[config.mk]
export PLATFORM = sky130hd
export DESIGN_NAME = ql_kbd_matrix
export DESIGN_NICKNAME = d
export VERILOG_FILES = /design/src/rtl/ql_kbd_pkg.sv /design/src/rtl/ql_kbd_map.sv /design/src/rtl/ql_kbd_matrix.sv
export SDC_FILE = /design/constraint.sdc
export NUM_CORES = 1
export LEC_CHECK = 0
export ABC_CLOCK_PERIOD_IN_PS = 6400
export CELL_PAD_IN_SITES_DETAIL_PLACEMENT = 0
export CELL_PAD_IN_SITES_GLOBAL_PLACEMENT = 1
export CORE_ASPECT_RATIO = 1.1
export CORE_MARGIN = 1.5
export CORE_UTILIZATION = 42
export DETAILED_ROUTE_END_ITERATION = 12
export PLACE_DENSITY_LB_ADDON = 0.1
export RECOVER_POWER = 50
export SYNTH_ARGS = -nofsm -noshare
export SYNTH_HDL_FRONTEND = slang
export SYNTH_SLANG_ARGS = --single-unit
[constraint.sdc]
create_clock -name clk11 -period 6.4 [get_ports clk11]
set_clock_uncertainty 0.05 [all_clocks]
set_input_delay 1.6 -clock clk11 [delete_from_list [all_inputs] [get_ports clk11]]
set_output_delay 1.6 -clock clk11 [all_outputs]
set_load 0.02 [all_outputs]
[src/rtl/ql_kbd_pkg.sv]
// Shared definitions for the QL keyboard matrix: key indices, ps2_key field
// positions and the pending-release queue entry.
package ql_kbd_pkg;

   typedef logic [5:0] key_idx_t;

   // ps2_key field positions
   localparam int unsigned PS2_TOGGLE   = 10;
   localparam int unsigned PS2_PRESSED  = 9;
   localparam int unsigned PS2_EXTENDED = 8;
   localparam int unsigned PS2_CODE_MSB = 7;
   localparam int unsigned PS2_CODE_LSB = 0;

   // QL matrix indices, bit row*8+col
   localparam key_idx_t KEY_ENTER = 6'd0;
   localparam key_idx_t KEY_F1    = 6'd1;
   localparam key_idx_t KEY_F2    = 6'd2;
   localparam key_idx_t KEY_F3    = 6'd3;
   localparam key_idx_t KEY_F4    = 6'd4;
   localparam key_idx_t KEY_F5    = 6'd5;
   localparam key_idx_t KEY_1     = 6'd6;
   localparam key_idx_t KEY_2     = 6'd7;
   localparam key_idx_t KEY_3     = 6'd8;
   localparam key_idx_t KEY_LEFT  = 6'd9;
   localparam key_idx_t KEY_UP    = 6'd10;
   localparam key_idx_t KEY_ESC   = 6'd11;
   localparam key_idx_t KEY_RIGHT = 6'd12;
   localparam key_idx_t KEY_SHIFT = 6'd13;
   localparam key_idx_t KEY_SPACE = 6'd14;
   localparam key_idx_t KEY_DOWN  = 6'd15;
   localparam key_idx_t KEY_CTRL  = 6'd16;
   localparam key_idx_t KEY_ALT   = 6'd17;
   localparam key_idx_t KEY_A     = 6'd18;
   localparam key_idx_t KEY_B     = 6'd19;
   localparam key_idx_t KEY_C     = 6'd20;
   localparam key_idx_t KEY_D     = 6'd21;
   localparam key_idx_t KEY_E     = 6'd22;
   localparam key_idx_t KEY_F     = 6'd23;
   localparam key_idx_t KEY_G     = 6'd24;
   localparam key_idx_t KEY_H     = 6'd25;
   localparam key_idx_t KEY_I     = 6'd26;
   localparam key_idx_t KEY_J     = 6'd27;
   localparam key_idx_t KEY_K     = 6'd28;
   localparam key_idx_t KEY_L     = 6'd29;
   localparam key_idx_t KEY_M     = 6'd30;
   localparam key_idx_t KEY_N     = 6'd31;
   localparam key_idx_t KEY_O     = 6'd32;
   localparam key_idx_t KEY_P     = 6'd33;
   localparam key_idx_t KEY_Q     = 6'd34;
   localparam key_idx_t KEY_R     = 6'd35;
   localparam key_idx_t KEY_S     = 6'd36;
   localparam key_idx_t KEY_T     = 6'd37;
   localparam key_idx_t KEY_U     = 6'd38;
   localparam key_idx_t KEY_V     = 6'd39;
   localparam key_idx_t KEY_W     = 6'd40;
   localparam key_idx_t KEY_X     = 6'd41;
   localparam key_idx_t KEY_Y     = 6'd42;
   localparam key_idx_t KEY_Z     = 6'd43;
   localparam key_idx_t KEY_4     = 6'd44;
   localparam key_idx_t KEY_5     = 6'd45;
   localparam key_idx_t KEY_6     = 6'd46;
   localparam key_idx_t KEY_7     = 6'd47;
   localparam key_idx_t KEY_8     = 6'd48;
   localparam key_idx_t KEY_9     = 6'd49;
   localparam key_idx_t KEY_0     = 6'd50;
   localparam key_idx_t KEY_TAB   = 6'd51;
   localparam key_idx_t KEY_COMMA = 6'd52;
   localparam key_idx_t KEY_DOT   = 6'd53;

   typedef struct packed {
      logic     valid;
      key_idx_t idx;
   } rel_entry_t;

endpackage

[src/rtl/ql_kbd_map.sv]
// Combinational PS/2 set-2 scancode to QL matrix index translation.
module ql_kbd_map
   import ql_kbd_pkg::*;
(
   input  logic       extended,
   input  logic [7:0] scancode,
   output logic [5:0] idx,
   output logic       valid
);

   always_comb begin
      idx   = KEY_SPACE;
      valid = 1'b1;
      case ({extended, scancode})
         9'h05A, 9'h15A: idx = KEY_ENTER;
         9'h005:         idx = KEY_F1;
         9'h006:         idx = KEY_F2;
         9'h004:         idx = KEY_F3;
         9'h00C:         idx = KEY_F4;
         9'h003:         idx = KEY_F5;
         9'h016:         idx = KEY_1;
         9'h01E:         idx = KEY_2;
         9'h026:         idx = KEY_3;
         9'h025:         idx = KEY_4;
         9'h02E:         idx = KEY_5;
         9'h036:         idx = KEY_6;
         9'h03D:         idx = KEY_7;
         9'h03E:         idx = KEY_8;
         9'h046:         idx = KEY_9;
         9'h045:         idx = KEY_0;
         9'h16B:         idx = KEY_LEFT;
         9'h175:         idx = KEY_UP;
         9'h174:         idx = KEY_RIGHT;
         9'h172:         idx = KEY_DOWN;
         9'h076:         idx = KEY_ESC;
         9'h012, 9'h059: idx = KEY_SHIFT;
         9'h014, 9'h114: idx = KEY_CTRL;
         9'h011, 9'h111: idx = KEY_ALT;
         9'h029:         idx = KEY_SPACE;
         9'h00D:         idx = KEY_TAB;
         9'h041:         idx = KEY_COMMA;
         9'h049:         idx = KEY_DOT;
         9'h01C:         idx = KEY_A;
         9'h032:         idx = KEY_B;
         9'h021:         idx = KEY_C;
         9'h023:         idx = KEY_D;
         9'h024:         idx = KEY_E;
         9'h02B:         idx = KEY_F;
         9'h034:         idx = KEY_G;
         9'h033:         idx = KEY_H;
         9'h043:         idx = KEY_I;
         9'h03B:         idx = KEY_J;
         9'h042:         idx = KEY_K;
         9'h04B:         idx = KEY_L;
         9'h03A:         idx = KEY_M;
         9'h031:         idx = KEY_N;
         9'h044:         idx = KEY_O;
         9'h04D:         idx = KEY_P;
         9'h015:         idx = KEY_Q;
         9'h02D:         idx = KEY_R;
         9'h01B:         idx = KEY_S;
         9'h02C:         idx = KEY_T;
         9'h03C:         idx = KEY_U;
         9'h02A:         idx = KEY_V;
         9'h01D:         idx = KEY_W;
         9'h022:         idx = KEY_X;
         9'h035:         idx = KEY_Y;
         9'h01A:         idx = KEY_Z;
         default:        valid = 1'b0;
      endcase
   end

endmodule

[src/rtl/ql_kbd_matrix.sv]
// PS/2 key events to QL keyboard matrix with delayed key release.
// Optional joystick overlay compiled in with QL_KBD_JOYSTICK_EN.
module ql_kbd_matrix
   import ql_kbd_pkg::*;
#(
   parameter int unsigned HOLD_CYCLES = 220000,
   parameter int unsigned FIFO_DEPTH  = 4
) (
   input  logic        clk11,
   input  logic        reset,
   input  logic [64:0] ps2_key,
   input  logic [4:0]  js0,
   input  logic [4:0]  js1,
   output logic [63:0] matrix
);

   localparam int unsigned PTR_W   = (FIFO_DEPTH > 1) ? $clog2(FIFO_DEPTH) : 1;
   localparam int unsigned CNT_W   = PTR_W + 1;
   localparam int unsigned TIMER_W = (HOLD_CYCLES > 1) ? $clog2(HOLD_CYCLES) : 1;
   localparam logic [TIMER_W-1:0] TIMER_LAST = TIMER_W'(HOLD_CYCLES - 1);
   localparam logic [CNT_W-1:0]   CNT_FULL   = CNT_W'(FIFO_DEPTH);

   logic [10:0]        ps2_q;
   logic               toggle_q;
   logic [63:0]        key_q, key_d;
   logic [63:0]        matrix_q, joy_ov;
   rel_entry_t         fifo_q [FIFO_DEPTH];
   rel_entry_t         fifo_d [FIFO_DEPTH];
   rel_entry_t         head;
   logic [PTR_W-1:0]   rd_ptr_q, rd_ptr_d, wr_ptr_q, wr_ptr_d;
   logic [CNT_W-1:0]   cnt_q, cnt_d;
   logic [TIMER_W-1:0] timer_q, timer_d;
   logic [5:0]         map_idx;
   logic               map_valid;
   logic               key_event, press_ev, rel_ev, dup, fifo_empty, fifo_full;
   logic               expire, push, pop;

   logic unused_ps2;
   assign unused_ps2 = ^ps2_key[64:11];

   ql_kbd_map u_map (
      .extended (ps2_q[PS2_EXTENDED]),
      .scancode (ps2_q[PS2_CODE_MSB:PS2_CODE_LSB]),
      .idx      (map_idx),
      .valid    (map_valid)
   );

   assign key_event  = (ps2_q[PS2_TOGGLE] != toggle_q) && map_valid;
   assign press_ev   = key_event && ps2_q[PS2_PRESSED];
   assign rel_ev     = key_event && !ps2_q[PS2_PRESSED];
   assign fifo_empty = (cnt_q == '0);
   assign fifo_full  = (cnt_q == CNT_FULL);
   assign head       = fifo_q[rd_ptr_q];
   assign expire     = !fifo_empty && (timer_q == TIMER_LAST);

   // Popped slots get their valid bit cleared, so valid implies occupied.
   always_comb begin
      dup = 1'b0;
      for (int unsigned i = 0; i < FIFO_DEPTH; i++) begin
         if (fifo_q[i].valid && (fifo_q[i].idx == map_idx)) dup = 1'b1;
      end
   end

   assign push = rel_ev && !dup;
   assign pop  = expire || (push && fifo_full);

   always_comb begin
      key_d    = key_q;
      fifo_d   = fifo_q;
      rd_ptr_d = rd_ptr_q;
      wr_ptr_d = wr_ptr_q;
      timer_d  = timer_q;
      if (!fifo_empty) timer_d = timer_q + 1'b1;
      if (pop) begin
         if (head.valid) key_d[head.idx] = 1'b0;
         fifo_d[rd_ptr_q].valid = 1'b0;
         rd_ptr_d = rd_ptr_q + 1'b1;
         timer_d  = '0;
      end
      if (push) begin
         fifo_d[wr_ptr_q] = '{valid: 1'b1, idx: map_idx};
         wr_ptr_d = wr_ptr_q + 1'b1;
         if (fifo_empty) timer_d = '0;
      end
      // Press comes last so it wins over a same-cycle pop of the same key.
      if (press_ev) begin
         key_d[map_idx] = 1'b1;
         for (int unsigned i = 0; i < FIFO_DEPTH; i++) begin
            if (fifo_q[i].idx == map_idx) fifo_d[i].valid = 1'b0;
         end
      end
      cnt_d = cnt_q + CNT_W'(push) - CNT_W'(pop);
   end

`ifdef QL_KBD_JOYSTICK_EN
   always_comb begin
      joy_ov            = '0;
      joy_ov[KEY_SPACE] = js0[4];
      joy_ov[KEY_UP]    = js0[3];
      joy_ov[KEY_DOWN]  = js0[2];
      joy_ov[KEY_LEFT]  = js0[1];
      joy_ov[KEY_RIGHT] = js0[0];
      joy_ov[KEY_F1]    = js1[4];
      joy_ov[KEY_F2]    = js1[3];
      joy_ov[KEY_F3]    = js1[2];
      joy_ov[KEY_F4]    = js1[1];
      joy_ov[KEY_F5]    = js1[0];
   end
`else
   logic unused_js;
   assign unused_js = ^{js0, js1};
   assign joy_ov    = '0;
`endif

   // Loading the toggle history during reset keeps release of reset event-free.
   always_ff @(posedge clk11) begin
      ps2_q <= ps2_key[10:0];
      if (reset) begin
         toggle_q <= ps2_key[PS2_TOGGLE];
         key_q    <= '0;
         matrix_q <= '0;
         rd_ptr_q <= '0;
         wr_ptr_q <= '0;
         cnt_q    <= '0;
         timer_q  <= '0;
         for (int unsigned i = 0; i < FIFO_DEPTH; i++) fifo_q[i] <= '0;
      end else begin
         toggle_q <= ps2_q[PS2_TOGGLE];
         key_q    <= key_d;
         matrix_q <= key_d | joy_ov;
         rd_ptr_q <= rd_ptr_d;
         wr_ptr_q <= wr_ptr_d;
         cnt_q    <= cnt_d;
         timer_q  <= timer_d;
         for (int unsigned i = 0; i < FIFO_DEPTH; i++) fifo_q[i] <= fifo_d[i];
      end
   end

   assign matrix = matrix_q;

endmodule

==> flow_summary_export.csv <==
group,metric,value,unit
status,status,"finished clean",
sta,grt_setup_unrepaired,"false",
logic_synthesis,yosys.cell_count.top_type,"nor2_1",
power_and_ir_drop,p_leak,3.53,nW
logic_synthesis,synth_top_area_frac,0.333,
routing,wl,23700,um
clock_network,postCtsSetupBuffers,0,
clock_network,clock_sinks,129,
logic_synthesis,syn_area,7760,sq um
logic_synthesis,synth-edff-count,0,
worst_setup_path,critPathKind,"reg -> reg",
routing,avgViaCountPerCell,5.77,
finish,drive_gt1_frac,0.0860,
sta,layout_worst_path_cycle_share,0.885,
sta,finalHoldViolCount,0,
grt,grt-ovfl-total,0,
worst_setup_path,start_kind,"flop",
finish,diodes,0,
place,dp_hpwl,16600,um
routing,first_iter_violations,651,
sta,max_freq,177,MHz
logic_synthesis,ys_ff_latch,129,
logic_synthesis,yosysTopAreaCell,"dfxtp_1",
floorplan,core,17900,sq um
logic_synthesis,postSynthCellCount,992,
place,place_congestion,0.954,
clock_network,insertion_delay,0.43,ns
worst_setup_path,crit_chain,"nor2b_1, a21oi_1, o41ai_1, nor3_2, nand2_1, xor2_1, nor4_1, nand4_1, nand4_1, clkbuf_1, nor2_1, mux2i_1",
sta,worst_pin_slew,1.40,ns
floorplan,io_pins,141,
worst_setup_path,crit_family,"simple AND/OR/NAND/NOR gates",
clock_network,post_cts_resized,0,
worst_setup_path,required,6.63,ns
routing,wl_per_cell,18.5,um
grt,antenna_found_initial,0,
worst_setup_path,slowest_stage,"clkbuf_1",
power_and_ir_drop,power_per_cell_area,217,nW/um^2
clock_network,tritoncts,"yes",
hold_path,hp-class,"reg -> reg",
clock_network,htreeDepth,4,
logic_synthesis,ys_seq_area_frac,0.333,
floorplan,rows,51,
sta,final.setup.tns,0,ns
finish,fin_nets,1123,
routing,ant_nets,0,
logic_synthesis,syn_area_per_cell,7.82,sq um
clock_network,cts_hold_buffers,0,
power_and_ir_drop,ir_drop,0.000170,V
grt,grt_pass1_vias,6814,
place,placement.io_buffers,76,
worst_setup_path,end_kind,"flop",
worst_setup_path,worst-path-max-fanout,29,
clock_network,cts.path.max_buffers,2,
clock_network,cts-buffers-inserted,17,
worst_setup_path,cp.buffers_inverters,1,
logic_synthesis,synth_commonest_cells,"nor2_1, dfxtp_1, nand2_1, o21ai_0, a21oi_1",
logic_synthesis,synth_area_leaders,"dfxtp_1, nor2_1, nand2_1",
routing,route.vias.total,7409,
grt,grt_pass1_wl,37800,um
sta,relSlewSlack,0.0635,
floorplan,die_h,146,um
clock_network,cts_root_buf,"clkbuf_16",
sta,slew_viol_final,0,
logic_synthesis,ys_warn_count,0,
logic_synthesis,synth_ff_type,"dfxtp_1",
sta,setup_viol,0,
logic_synthesis,synth.distinct_cells,92,
worst_setup_path,max_stage_delay,1.05,ns
clock_network,clkTransAtPathRegs,0.06,ns
floorplan,start_util,0.433,
flow_run,max_cap_violations,0,
grt,track_usage,0.246,
worst_setup_path,cp_data_arrival_time,5.89,ns
routing,firstDrtPassIters,6,
logic_synthesis,async_flop_share,0,
routing,drc,0,
logic_synthesis,syn_nets,1081,
sta,whs,0.372,ns
worst_setup_path,path_common_cell,"nand4_1",
finish,syn_to_final_growth,17.7,%
floorplan,dieWidth,133,um
grt,grt_max_degree,71,
sta,period_minus_slack,5.66,ns
floorplan,die_area,19300,sq um
cell type report:
class | instances | area, sq um
Clock inverter | 10 | 126
Timing Repair Buffer | 86 | 828
Inverter | 30 | 113
Clock buffer | 22 | 464
Fill cell | 1799 | 8800
Sequential cell | 129 | 2580
Multi-Input combinational cell | 770 | 4720
Tap cell | 238 | 298
path summary, 6_finish.rpt:
check | startpoint | end | slack, ns | depth (start not counted)
min | matrix[56] | matrix[56] | 0.37 | 2
max | ps2_q[4] | fifo_q[23] | 0.74 | 12
max reg2reg | ps2_q[4] | fifo_q[23] | 0.74 | 12
min reg2reg | matrix[56] | matrix[56] | 0.37 | 2
layer usage:
layer | track usage | wire length (um)
met3 | 0.0432 | 1350
met4 | 0.0813 | 581
met1 | 0.323 | 10400
met2 | 0.411 | 11400
met5 | 0 | 0
worst register-to-register path: cells and delay by family (launching register included):
family / cells / cell delay, ns
and+or+nand+nor: 7 / 2.65
DFF: 1 / 0.95
xor gates and xnor gates: 1 / 0.26
buffers and inverters: 1 / 1.06
AOI/OAI and AO/OA: 2 / 0.33
muxes: 1 / 0.21
through the flow:
step	setup WS, ns	cells	instance area [sq um]	util	power (mW)
2_1_floorplan	2.12	992	7760	-	0.973
3_3_place_gp	1.31	1253	8570	0.478	1.02
3_5_place_dp	1.35	1253	8570	0.478	1.02
4_1_cts	1.33	1285	9160	0.511	2.00
5_1_grt	0.469	1285	9130	0.509	2.06
6_report	0.736	1285	9130	0.509	1.98
power by group:
| group | switching, mW | internal [mW] |
|---|---|---|
| Combinational | 0.105 | 0.0573 |
| Sequential | 0.0256 | 0.813 |
| Clock | 0.384 | 0.598 |
| Total | 0.514 | 1.47 |
sequential cells by signal, summed over array words and instances, names as in the netlist:
signal	count
ps2_q	11
toggle_q	1
matrix	64
rd_ptr_q	2
timer_q	18
fifo_q	28
wr_ptr_q	2
cnt_q	3
kinds of logic (layout without fill, tap and decap cells):
| kind of cell | Yosys count | after routing | synth area share |
|---|---|---|---|
| xor+xnor | 39 | 39 | 0.0459 |
| compound gates | 219 | 219 | 0.188 |
| flops | 129 | 129 | 0.333 |
| fa+ha+maj | 12 | 12 | 0.0203 |
| buf+inv | 93 | 148 | 0.0577 |
| mux | 22 | 22 | 0.0405 |
| simple gates | 478 | 478 | 0.315 |
placed cells by master (no fill, tap or decap), types with 6 or more instances in the layout:
cell           count
nor2_1           170
dfxtp_1          129
nand2_1          106
dlygate4sd3_1     75
o21ai_0           63
a21oi_1           58
nor3_1            36
inv_1             28
nand3_1           23
xor2_1            23
nand2b_1          19
clkbuf_16         17
nand4_1           14
xnor2_1           14
a31o_1            13
nor2b_1           11
ha_1              11
a211oi_1          10
mux2i_1           10
a311oi_1          10
or3_1              9
nand3b_1           9
and3_1             9
nor4_1             8
buf_4              8
or2_2              7
mux4_2             7
nor3b_1            6
o22ai_1            6
and4_1             6
Note: power is estimated with default switching activity, not from simulation.
